[config.mk]
export PLATFORM = sky130hd
export DESIGN_NAME = scan_capture
export DESIGN_NICKNAME = d
export VERILOG_FILES = /design/src/rtl/scan_capture.sv
export SDC_FILE = /design/constraint.sdc
export NUM_CORES = 1
export LEC_CHECK = 0
export BUFFER_PORTS_ARGS = -buffer_cell sky130_fd_sc_hd__buf_4
export CORE_UTILIZATION = 27
export CTS_BUF_LIST = sky130_fd_sc_hd__clkbuf_4 sky130_fd_sc_hd__clkbuf_8 sky130_fd_sc_hd__clkbuf_16
export DETAILED_ROUTE_END_ITERATION = 7
export GPL_ROUTABILITY_DRIVEN = 0
export SLEW_MARGIN = 30
export SYNTH_ARGS = -nofsm -noshare
export SYNTH_HDL_FRONTEND = slang
export SYNTH_SLANG_ARGS = --single-unit
[constraint.sdc]
create_clock -name clk -period 2.9 [get_ports clk]
set_clock_uncertainty 0.05 [all_clocks]
set_input_delay 0.145 -clock clk [delete_from_list [all_inputs] [get_ports clk]]
set_output_delay 0.145 -clock clk [all_outputs]
set_load 0.01 [all_outputs]
[src/rtl/scan_capture.sv]
// Loopback receiver for a 4-digit multiplexed 7-segment display. It samples the
// segment and digit-select lines on each scan strobe and rebuilds the four digit codes.
module scan_capture #(
  parameter int unsigned STABLE_N       = 2,
  parameter bit          SEG_ACTIVE_LOW = 1'b0,
  parameter bit          POS_ACTIVE_LOW = 1'b0
) (
  input  logic       clk,
  input  logic       r,
  input  logic       scan,
  input  logic       a,
  input  logic       b,
  input  logic       c,
  input  logic       d,
  input  logic       e,
  input  logic       f,
  input  logic       g,
  input  logic [3:0] pos,
  output logic [3:0] d0,
  output logic [3:0] d1,
  output logic [3:0] d2,
  output logic [3:0] d3,
  output logic [3:0] dvalid,
  output logic       frame_done,
  output logic       err_pos,
  output logic       err_seg,
  output logic       err_seq
);

  typedef enum logic [1:0] {HUNT = 2'd0, EXP1 = 2'd1, EXP2 = 2'd2, EXP3 = 2'd3} state_t;

  localparam logic [2:0] STABLE_C = 3'(STABLE_N);

  // Returns {legal, code}.
  function automatic logic [4:0] glyph_decode(input logic [6:0] s);
    case (s)
      7'b1111110: glyph_decode = 5'h10;
      7'b0110000: glyph_decode = 5'h11;
      7'b1101101: glyph_decode = 5'h12;
      7'b1111001: glyph_decode = 5'h13;
      7'b0110011: glyph_decode = 5'h14;
      7'b1011011: glyph_decode = 5'h15;
      7'b1011111: glyph_decode = 5'h16;
      7'b1110000: glyph_decode = 5'h17;
      7'b1111111: glyph_decode = 5'h18;
      7'b1111011: glyph_decode = 5'h19;
      7'b1110111: glyph_decode = 5'h1A;
      7'b0011111: glyph_decode = 5'h1B;
      7'b1001110: glyph_decode = 5'h1C;
      7'b0111101: glyph_decode = 5'h1D;
      7'b1001111: glyph_decode = 5'h1E;
      7'b1000111: glyph_decode = 5'h1F;
      default:    glyph_decode = 5'h00;
    endcase
  endfunction

  function automatic logic [1:0] pos_index(input logic [3:0] p);
    case (p)
      4'b0010: pos_index = 2'd1;
      4'b0100: pos_index = 2'd2;
      4'b1000: pos_index = 2'd3;
      default: pos_index = 2'd0;
    endcase
  endfunction

  function automatic logic [2:0] sat_inc(input logic [2:0] v);
    sat_inc = (v < STABLE_C) ? v + 3'd1 : v;
  endfunction

  logic            vld_p1_q, vld_p1_d;
  logic [6:0]      seg_p1_q, seg_p1_d;
  logic [3:0]      pos_p1_q, pos_p1_d;

  state_t          state_q, state_d;
  logic [3:0][3:0] cand_q, cand_d;
  logic [3:0][2:0] cnt_q, cnt_d;
  logic [3:0][3:0] dig_q, dig_d;
  logic [3:0]      dvalid_q, dvalid_d;
  logic            frame_done_q, frame_done_d;
  logic            err_pos_q, err_pos_d;
  logic            err_seg_q, err_seg_d;
  logic            err_seq_q, err_seq_d;

  logic            pos_onehot;
  logic [1:0]      idx;
  logic [4:0]      gl;
  logic [2:0]      cnt_nx;

  // ---- stage p0 -> p1: polarity-corrected sample on the scan strobe ----
  always_comb begin
    vld_p1_d = scan;
    seg_p1_d = seg_p1_q;
    pos_p1_d = pos_p1_q;
    if (scan) begin
      seg_p1_d = {a, b, c, d, e, f, g} ^ {7{SEG_ACTIVE_LOW}};
      pos_p1_d = pos ^ {4{POS_ACTIVE_LOW}};
    end
  end

  assign pos_onehot = (pos_p1_q != 4'd0) && ((pos_p1_q & (pos_p1_q - 4'd1)) == 4'd0);

  // ---- stage p1 -> p2: decode, per-digit filter and frame tracking ----
  always_comb begin
    state_d      = state_q;
    cand_d       = cand_q;
    cnt_d        = cnt_q;
    dig_d        = dig_q;
    dvalid_d     = dvalid_q;
    frame_done_d = 1'b0;
    err_pos_d    = 1'b0;
    err_seg_d    = 1'b0;
    err_seq_d    = 1'b0;
    idx          = pos_index(pos_p1_q);
    gl           = glyph_decode(seg_p1_q);
    cnt_nx       = sat_inc(cnt_q[idx]);
    if (vld_p1_q) begin
      if (!pos_onehot) begin
        err_pos_d = 1'b1;
        state_d   = HUNT;
      end else begin
        if (!gl[4]) begin
          err_seg_d  = 1'b1;
          cnt_d[idx] = 3'd0;
        end else if (gl[3:0] == cand_q[idx]) begin
          cnt_d[idx] = cnt_nx;
          if (cnt_nx == STABLE_C) begin
            dig_d[idx]    = gl[3:0];
            dvalid_d[idx] = 1'b1;
          end
        end else begin
          cand_d[idx] = gl[3:0];
          cnt_d[idx]  = 3'd1;
          if (STABLE_C == 3'd1) begin
            dig_d[idx]    = gl[3:0];
            dvalid_d[idx] = 1'b1;
          end
        end
        // Sequence tracking looks only at the position, never at the glyph.
        if (state_q == HUNT) begin
          if (idx == 2'd0) state_d = EXP1;
        end else if (idx == 2'(state_q)) begin
          if (idx == 2'd3) begin
            state_d      = HUNT;
            frame_done_d = 1'b1;
          end else begin
            state_d = state_t'(idx + 2'd1);
          end
        end else begin
          err_seq_d = 1'b1;
          state_d   = (idx == 2'd0) ? EXP1 : HUNT;
        end
      end
    end
  end

  always_ff @(posedge clk or negedge r) begin
    if (!r) begin
      vld_p1_q     <= 1'b0;
      seg_p1_q     <= '0;
      pos_p1_q     <= '0;
      state_q      <= HUNT;
      cand_q       <= '0;
      cnt_q        <= '0;
      dig_q        <= '0;
      dvalid_q     <= '0;
      frame_done_q <= 1'b0;
      err_pos_q    <= 1'b0;
      err_seg_q    <= 1'b0;
      err_seq_q    <= 1'b0;
    end else begin
      vld_p1_q     <= vld_p1_d;
      seg_p1_q     <= seg_p1_d;
      pos_p1_q     <= pos_p1_d;
      state_q      <= state_d;
      cand_q       <= cand_d;
      cnt_q        <= cnt_d;
      dig_q        <= dig_d;
      dvalid_q     <= dvalid_d;
      frame_done_q <= frame_done_d;
      err_pos_q    <= err_pos_d;
      err_seg_q    <= err_seg_d;
      err_seq_q    <= err_seq_d;
    end
  end

  assign d0         = dig_q[0];
  assign d1         = dig_q[1];
  assign d2         = dig_q[2];
  assign d3         = dig_q[3];
  assign dvalid     = dvalid_q;
  assign frame_done = frame_done_q;
  assign err_pos    = err_pos_q;
  assign err_seg    = err_seg_q;
  assign err_seq    = err_seq_q;

endmodule

==> Yosys cells after proc, flatten, opt, wreduce, memory -nomap -nowiden <==
Cells that the tools add are included.
Widths: inputs -> output; s select.
{ "totals": {"regBits": 66, "output_inout_bits": 24} }
{ "op_classes": {"add_sub_neg": 3, "order_cmp": 3, "eq_ne": 24, "n_mux": 38, "bitwise_logic": 8, "n_reduce_logical": 10} }
{ "op_table": {"columns": ["operator", "count"], "rows": [
  ["$eq 7x7->1 const B", 12],
  ["$pmux 5 s16", 1],
  ["$bwmux 16", 2],
  ["$mux 12", 2],
  ["$eq 7x6->1 const B", 3],
  ["$mux 1", 16],
  ["$and 12x12->12", 1],
  ["$bwmux 12", 1],
  ["$not 12->12", 1],
  ["$mux 2", 5],
  ["$mux 3", 3],
  ["$and 8x8->8", 1],
  ["$bmux 4 s2", 1],
  ["$demux 4 s2", 1],
  ["$mux 4", 2],
  ["$not 8->8", 1],
  ["$or 4x4->4", 2],
  ["$eq 7x5->1 const B", 1],
  ["$bmux 3 s2", 1],
  ["$demux 3 s2", 1],
  ["$pmux 2 s3", 1],
  ["$reduce_and 5->1", 1],
  ["$and 4x4->4", 1],
  ["$eq 4x2->1 const B", 1],
  ["21 further kinds", 24]
]} }

==> Depth between registers and ports, before layout <==
Gate-level depths: netlist of the first run.
{ "depth": {"ltp_word": 10, "mapped_depth": 11} }

==> Worst setup path before layout of the first run <==
OpenSTA, ideal clock, no wires.
{ "synth_path": {"path_kind": "register to register", "start": "register pos_p1_q[1]", "end": "register dig_q (netlist bit d1[0])", "setup_time_ns": 0.125, "arrival_time_ns": 2.594, "path_slack_ns": 0.131, "path_stages_with_launch": 10, "path_buffers": 1, "path_cell_list": "dfrtp_1 -> buf_4 -> or4b_2 -> nor2_1 -> a221oi_2 -> ha_1 -> and4bb_1 -> o21ai_4 -> nor3_4 -> mux2_2"} }
{ "synth_via": {"elab_chain_len": 8, "word_cells_on_any_way": 25, "cone_classes": "add/sub (2); order compare (3); eq/ne (5); mux (9); bitwise (1); reduce/logical (5)"} }
{ "synth_rtl": {"columns": ["element", "line_no", "rtl"], "rows": [
  ["start, declared", "72", "logic [3:0] pos_p1_q, pos_p1_d;"],
  ["start signal, assigned", "173", "pos_p1_q <= pos_p1_d;"],
  ["$eq 4x4->1, or another cell as far along", "58", "case (p)"],
  ["$pmux 2 s3", "58", null],
  ["$bmux 3 s2", "115", "cnt_nx = sat_inc(cnt_q[idx]);"],
  ["$mux 3 (implied by the code)", "115", null],
  ["$add 3x1->3 / $lt 3x2->1 (equally long branches)", "67", "sat_inc = (v < STABLE_C) ? v + 3'd1 : v;"],
  ["$mux 3", "67", null],
  ["$eq 3x2->1", "126", "if (cnt_nx == STABLE_C) begin"],
  ["$reduce_and 5->1 (no line)", null, null],
  ["end signal, assigned", "177", "dig_q <= dig_d;"],
  ["end, declared", "77", "logic [3:0][3:0] dig_q, dig_d;"]
]} }
Parallel ways exist; a longest one is shown, timed or not. The select of a mux whose other input is x is not followed.
A chain may end at the register's enable or synchronous reset.

==> Final worst setup path of the first run <==
{ "layout_path": {"start": "register seg_p1_q[3]", "end": "register dig_q (netlist bit d0[2])"} }
{ "layout_via": {"elab_chain_len": 4, "word_cells_on_any_way": 20, "cone_classes": "eq/ne (17); mux (2); reduce/logical (1)"} }
{ "layout_rtl": {"columns": ["element", "line_no", "rtl"], "rows": [
  ["start, declared", "71", "logic [6:0] seg_p1_q, seg_p1_d;"],
  ["start signal, assigned", "172", "seg_p1_q <= seg_p1_d;"],
  ["$eq 7x7->1, or another cell as far along", "36", "case (s)"],
  ["$pmux 5 s16 (*)", "36", null],
  ["$eq 4x4->1", "124", "end else if (gl[3:0] == cand_q[idx]) begin"],
  ["$reduce_and 5->1 (no line)", null, null]
]} }
Mark *: on every way between the ends. The rest lies on a longest branch, timed or not.

==> impl_metrics.ini, run 1 <==
[global_route]
grt_pass1_vias = 2828
largest_net_degree_at_the_start_of_global_routing = 67
initial_antenna_violation_count = 0
wire_length_of_the_first_global_routing_pass_mm = 14.3
global_route.overflow_total = 0
grt_use_total = 0.139

[flow_run]
drv.max_cap_violation_count = 0

[placed_design]
numPortBuffers = 37
dp_slack_ns = -0.0162
place.detailed.hpwl_mm = 6.06

[sta]
final_min_period_over_clock_period = 0.959
final-setup-viol-count = 0
setup_repair_after_global_routing_missed_its_margin = false
time_the_worst_path_needs_with_i_o_delays_and_setup_ns = 2.78
max_slew.worst_pin.slew_ns = 0.846
clock.fmax_mhz = 359
setup_slack_of_the_critical_path_after_layout_ns = 0.118
report.final.slew_viol_count = 0
tns_ns = 0
hold_violations = 0
finalHoldWorstSlack_ns = 0.00616
maxSlewHeadroom = 0.436

[finish]
area_delta_synth_final_pct = 32.7
drive_gt1_frac = 0.399
num-fill-cells = 1265
diodes = 0
fin_nets = 407

[synth]
synth_area_per_cell_um2 = 11.2
yosys_warnings = 0
syn-num-nets = 334
ys_seq_elements = 66
synth-edff-count = 0
async_flop_share = 1.00
synth.distinct_cells = 62
post_synthesis_cells = 315
netlist_top_cells_count = 66 x sky130_fd_sc_hd__dfrtp_1, 41 x sky130_fd_sc_hd__mux2_2, 22 x sky130_fd_sc_hd__o21ai_0
mappedNetlistArea_mm2 = 0.00352
yosys.cell_count.top_type = sky130_fd_sc_hd__dfrtp_1
library_cell_with_the_largest_summed_area_after_synthesis = sky130_fd_sc_hd__dfrtp_1
synth_largest_type_area_fraction = 0.469
ys_flop_type = sky130_fd_sc_hd__dfrtp_1
netlist_top_cells_area = sky130_fd_sc_hd__dfrtp_1 47%, sky130_fd_sc_hd__mux2_2 13%, sky130_fd_sc_hd__o21ai_0 3.1%, sky130_fd_sc_hd__nand2_1 1.9%, sky130_fd_sc_hd__nor2_1 1.9%
seq_area_frac_synth = 0.469

[routing]
antenna_violating_nets_post_route = 0
number_of_vias_after_detailed_routing = 2722
first_pass_iters = 4
drc = 0
detail_route.iter0.violations = 132
drt_wl_total_mm = 8.48
vias_per_inst = 4.82
post_drt_wl_per_cell_um = 15.0

[setup_path]
worstPathCellList = buf_4 > or4bb_1 > a21oi_1 > or2_1 > xnor2_1 > o2111ai_2 > buf_12 > nor3_4 > mux2_2
crit_fanout = 12
dominant_delay_contributor_by_cell_family_on_the_critical_path = simple AND/OR/NAND/NOR gates
cpPeakStageDelay_ns = 0.54
worst_ep_required_time_ns = 3.07
critPathBufInv = 2
startpoint_type = flop
timing.critical_path.to_type = flop
crit_slowest_cell = sky130_fd_sc_hd__or4bb_1
arrival_ns = 2.95
critical_path_class = reg -> reg

[min_path]
hp-class = in -> reg

[clocking]
clock_insertion_delay_worst_skew_ns = 0.34
htreeDepth = 3
cts.reportedPaths.clkPinSlew_ns = 0.06
ctsLongestPathBuffers = 2
cts_tree = yes
number_of_buffers_created_by_cts = 9
ctsRootBufferMaster = sky130_fd_sc_hd__clkbuf_16
clock-sinks = 66

[power]
vdd_drop_max_mv = 0.316
power.static_leakage_nw = 2.14
fin_total_pwr_mw = 2.79
power.density_mw_per_mm2 = 596

[outcome]
run_status = finished, final reports clean

[die]
floorplan.initialDensity = 0.278
die_x_um = 116
die_area_mm2 = 0.0135
rows = 41
core_area_mm2 = 0.0127
die-height_um = 116
floorplan.io_pins = 38
-- logic make-up (layout without fill, tap and decap cells) --
group,after synthesis,after routing,synth area share
adders and majority gates,5,5,0.0178
and+or+nand+nor,96,96,0.164
DFF,66,66,0.469
AOI/OAI and AO/OA,66,66,0.136
xor gates and xnor gates,9,9,0.0320
muxes,44,44,0.141
buffers and inverters,29,107,0.0408
-- flip-flops by register name (all words and copies together), names as in the netlist --
| name | flops |
|---|---|
| dvalid | 4 |
| pos_p1_q | 4 |
| vld_p1_q | 1 |
| err_pos | 1 |
| err_seg | 1 |
| d3 | 4 |
| cnt_q | 12 |
| d2 | 4 |
| state_q | 2 |
| d1 | 4 |
| frame_done | 1 |
| seg_p1_q | 7 |
| err_seq | 1 |
| d0 | 4 |
| cand_q | 16 |
-- area by class of cell --
| class | instances | area (µm²) | share of cell area |
|---|---|---|---|
| repair buffers | 79 | 661 | 0.141 |
| clock inverters | 7 | 100 | 0.0214 |
| flip-flops and latches | 66 | 1650 | 0.354 |
| clock buffers | 9 | 225 | 0.0482 |
| inverters | 12 | 45.0 | 0.00964 |
| multi-input cells | 220 | 1780 | 0.380 |
| well taps | 172 | 215 | 0.0460 |
-- metrics by stage --
step / instance area, µm² / utilization / instances
3_5_place_dp: 4180 / 0.330 / 537
3_3_place_gp: 4180 / 0.330 / 537
4_1_cts: 4640 / 0.366 / 565
6_report: 4670 / 0.369 / 565
2_1_floorplan: 3520 / - / 315
5_1_grt: 4670 / 0.369 / 565
-- worst reg2reg max path, delay by kind of cell, from the launching register on --
kind / cells / cell delay (ns)
AOI/OAI and AO/OA: 2 / 0.33
xor gates and xnor gates: 1 / 0.15
buffers and inverters: 2 / 0.36
DFF: 1 / 0.37
muxes: 1 / 0.38
and+or+nand+nor: 3 / 1.03
-- path summary, 6_finish.rpt --
kind | from | to | slack [ns] | cells after the start
max in group asynchronous | r | pos_p1_q[2] | 1.81 | 2
max reg2reg | seg_p1_q[3] | d0[2] | 0.12 | 9
min | pos[2] | pos_p1_q[2] | 0.006 | 2
max | seg_p1_q[3] | d0[2] | 0.12 | 9
min reg2reg | dvalid[0] | dvalid[0] | 0.43 | 1
min in group asynchronous | r | err_pos | 0.42 | 2
-- layer usage --
metal  share of wire  wire [µm]  global-route usage  up-vias
li1                -          -                   -     1286
met1            0.44       3730               0.175     1370
met2            0.50       4250               0.233       49
met3           0.041        344              0.0306       17
met4           0.018        153              0.0521        0
met5               0          0                   0        -
-- placed cells by master (no fill, tap or decap), types with 5 or more instances in the layout --
cell type	count
sky130_fd_sc_hd__clkbuf_16	9
sky130_fd_sc_hd__inv_1	10
sky130_fd_sc_hd__nor2_1	17
sky130_fd_sc_hd__o21ai_0	21
sky130_fd_sc_hd__nand3_1	11
sky130_fd_sc_hd__dfrtp_1	65
sky130_fd_sc_hd__buf_4	64
sky130_fd_sc_hd__or2_2	6
sky130_fd_sc_hd__nand2b_1	5
sky130_fd_sc_hd__ha_1	5
sky130_fd_sc_hd__dlygate4sd3_1	12
sky130_fd_sc_hd__mux2_2	41
sky130_fd_sc_hd__nand2_1	18
sky130_fd_sc_hd__o22ai_1	8
sky130_fd_sc_hd__a21oi_1	6
-- what timing repair did --
| action | in CTS | in global routing |
|---|---|---|
| buffers inserted | 0 | 0 |
| hold endpoints to repair | 77 | 0 |
| pin swaps | 0 | 5 |
| hold buffers | 12 | 0 |
| gates resized for setup | 3 | 8 |
| setup endpoints to repair | 9 | 20 |
-- report_power, final --
group | internal, mW | total (mW) | switching, mW
logic | 0.265 | 0.585 | 0.320
registers | 0.970 | 1.01 | 0.0445
clock network | 0.759 | 1.19 | 0.428
total | 1.99 | 2.79 | 0.792
Power figures use the tool's default switching activity.
==> run 2: changes to the inputs <==
--- a/config.mk
+++ b/config.mk
@@ -10,6 +10,7 @@
 export CTS_BUF_LIST = sky130_fd_sc_hd__clkbuf_4 sky130_fd_sc_hd__clkbuf_8 sky130_fd_sc_hd__clkbuf_16
 export DETAILED_ROUTE_END_ITERATION = 7
 export GPL_ROUTABILITY_DRIVEN = 0
+export MAX_ROUTING_LAYER = met4
 export SLEW_MARGIN = 30
 export SYNTH_ARGS = -nofsm -noshare
 export SYNTH_HDL_FRONTEND = slang
==> run 2 against run 1 <==
Net effect: wire length increased by 0.65%; maximum frequency decreased by 0.45%; first-iteration DRC count decreased by 1.5%; global-route usage increased by 0.48 points; core utilization increased by 0.26 points; critical path depth unchanged; hold slack got worse by 0.0012 ns; critical path type unchanged; largest cell class unchanged.
==> impl_metrics.ini, run 2 (synthesis results as in run 1) <==
[outcome]
run_status = finished, final reports clean

[die]
floorplan.io_pins = 38
die_area_mm2 = 0.0135
rows = 41
floorplan.initialDensity = 0.278
die-height_um = 116
core_area_mm2 = 0.0127
die_x_um = 116

[global_route]
largest_net_degree_at_the_start_of_global_routing = 67
grt_pass1_vias = 2817
wire_length_of_the_first_global_routing_pass_mm = 14.4
global_route.peak_usage_layer = met2
initial_antenna_violation_count = 0
gr-usage-met2 = 0.231
global_route.usage.met3 = 0.0306
grt_use_total = 0.144
global_route.overflow_total = 0
globalRouteMet1Util = 0.178

[clocking]
clock-sinks = 66
htreeDepth = 3
clock_insertion_delay_worst_skew_ns = 0.34
number_of_buffers_created_by_cts = 9
ctsRootBufferMaster = sky130_fd_sc_hd__clkbuf_16
cts_tree = yes
cts.reportedPaths.clkPinSlew_ns = 0.06
ctsLongestPathBuffers = 2

[setup_path]
critPathBufInv = 2
startpoint_type = flop
timing.reg2reg.setup_slack_ns = 0.11
rr_worst_depth = 9
worst_ep_required_time_ns = 3.07
crit_slowest_cell = sky130_fd_sc_hd__or4bb_1
worstPathCellList = buf_4 > or4bb_1 > a21oi_1 > or2_1 > xnor2_1 > o2111ai_2 > buf_12 > nor3_4 > mux2_2
arrival_ns = 2.97
regToRegEndpoint = d0[2]
cpPeakStageDelay_ns = 0.55
crit_fanout = 12
critical_path_class = reg -> reg
critical_path.reg2reg.startpoint = seg_p1_q[3]
dominant_delay_contributor_by_cell_family_on_the_critical_path = simple AND/OR/NAND/NOR gates
timing.critical_path.to_type = flop
critical_path_depth = 9

[routing]
number_of_vias_after_detailed_routing = 2728
post_drt_wl_per_cell_um = 15.1
first_pass_iters = 4
drt_wl_total_mm = 8.53
antenna_violating_nets_post_route = 0
drc = 0
vias_per_inst = 4.82
detail_route.iter0.violations = 130

[power]
power.static_leakage_nw = 2.16
vdd_drop_max_mv = 0.315
power.density_mw_per_mm2 = 594

[finish]
layout_top_registers = cand_q: 16 flops, cnt_q: 12 flops, seg_p1_q: 7 flops
layout_commonest_cell = sky130_fd_sc_hd__dfrtp_1
diodes = 0
largest_register_ff_count = 16
drive_gt1_frac = 0.404
most_frequent_cells_in_the_layout = 65 x sky130_fd_sc_hd__dfrtp_1, 64 x sky130_fd_sc_hd__buf_4, 41 x sky130_fd_sc_hd__mux2_2
area_delta_synth_final_pct = 33.6
fin_nets = 408
num-fill-cells = 1260
regMostFlops = cand_q

[sta]
clock.fmax_mhz = 358
final_min_period_over_clock_period = 0.964
time_the_worst_path_needs_with_i_o_delays_and_setup_ns = 2.79
finalHoldWorstSlack_ns = 0.00492
final-setup-viol-count = 0
max_slew.worst_pin.slew_ns = 0.513
maxSlewHeadroom = 0.657
report.final.slew_viol_count = 0
setup_slack_of_the_critical_path_after_layout_ns = 0.106
hold_violations = 0
setup_repair_after_global_routing_missed_its_margin = false

[placed_design]
numPortBuffers = 37
place.detailed.hpwl_mm = 6.06
dp_slack_ns = -0.0162

[min_path]
hold-path-endpoint = pos_p1_q[2]
timing.hold.worst.start = pos[2]
hp-class = in -> reg
timing.hold.worst_path_depth = 2

[flow_run]
drv.max_cap_violation_count = 0
[run 2: changes by cell type in the layout (fill, tap and decap cells not counted)]
cell                        previous run  this run
sky130_fd_sc_hd__a2111oi_1             1         0
sky130_fd_sc_hd__a2111oi_2             0         1
sky130_fd_sc_hd__buf_16                0         1
[run 2: power by group]
part | leakage [nW] | internal (mW) | switching (mW)
Clock | 0.160 | 0.759 | 0.429
Sequential | 0.890 | 0.970 | 0.0449
Combinational | 1.11 | 0.269 | 0.323
[run 2: cell type report]
type                       instances  area, µm²  share of cell area
clock buffer                       9        225              0.0478
clock inverter                     7        100              0.0213
inverter                          12       45.0             0.00957
multi-input combinational        220       1780               0.378
sequential                        66       1650               0.351
tap                              172        215              0.0457
timing repair buffer              80        688               0.146
[run 2: metal layers]
layer | wire (µm) | vias to the layer above
met4 | 150 | 0
met1 | 3830 | 1382
met3 | 286 | 17
met5 | 0 | -
met2 | 4260 | 40
li1 | - | 1289
[run 2: how the worst max path moves through the flow]
stage	from	end	slack (ns)
floorplan	pos_p1_q[1]	d1[0]	0.13
global placement	pos_p1_q[1]	d2[1]	0.09
detailed placement	pos_p1_q[3]	d0[2]	-0.02
CTS	pos_p1_q[1]	d2[3]	0.03
global route	seg_p1_q[3]	d3[1]	0.002
finish	seg_p1_q[3]	d0[2]	0.11
[run 2: what timing repair did]
| item | CTS | global route |
|---|---|---|
| setup buffers | 0 | 0 |
| hold buffers | 12 | 0 |
| resized for setup | 3 | 9 |
| endpoints found under the hold margin | 77 | 0 |
| pin swaps | 0 | 5 |
| endpoints found under the setup margin | 9 | 20 |
[run 2: metrics by stage]
stage	power, mW	utilization	setup TNS [ns]	cell area (µm²)	std cells
after floorplan	1.38	-	0	3520	315
after global placement	1.57	0.330	0	4180	537
after detailed placement	1.59	0.330	-0.0221	4180	537
after CTS	2.81	0.366	0	4640	565
after global routing	2.93	0.371	0	4710	566
final	2.79	0.371	0	4710	566
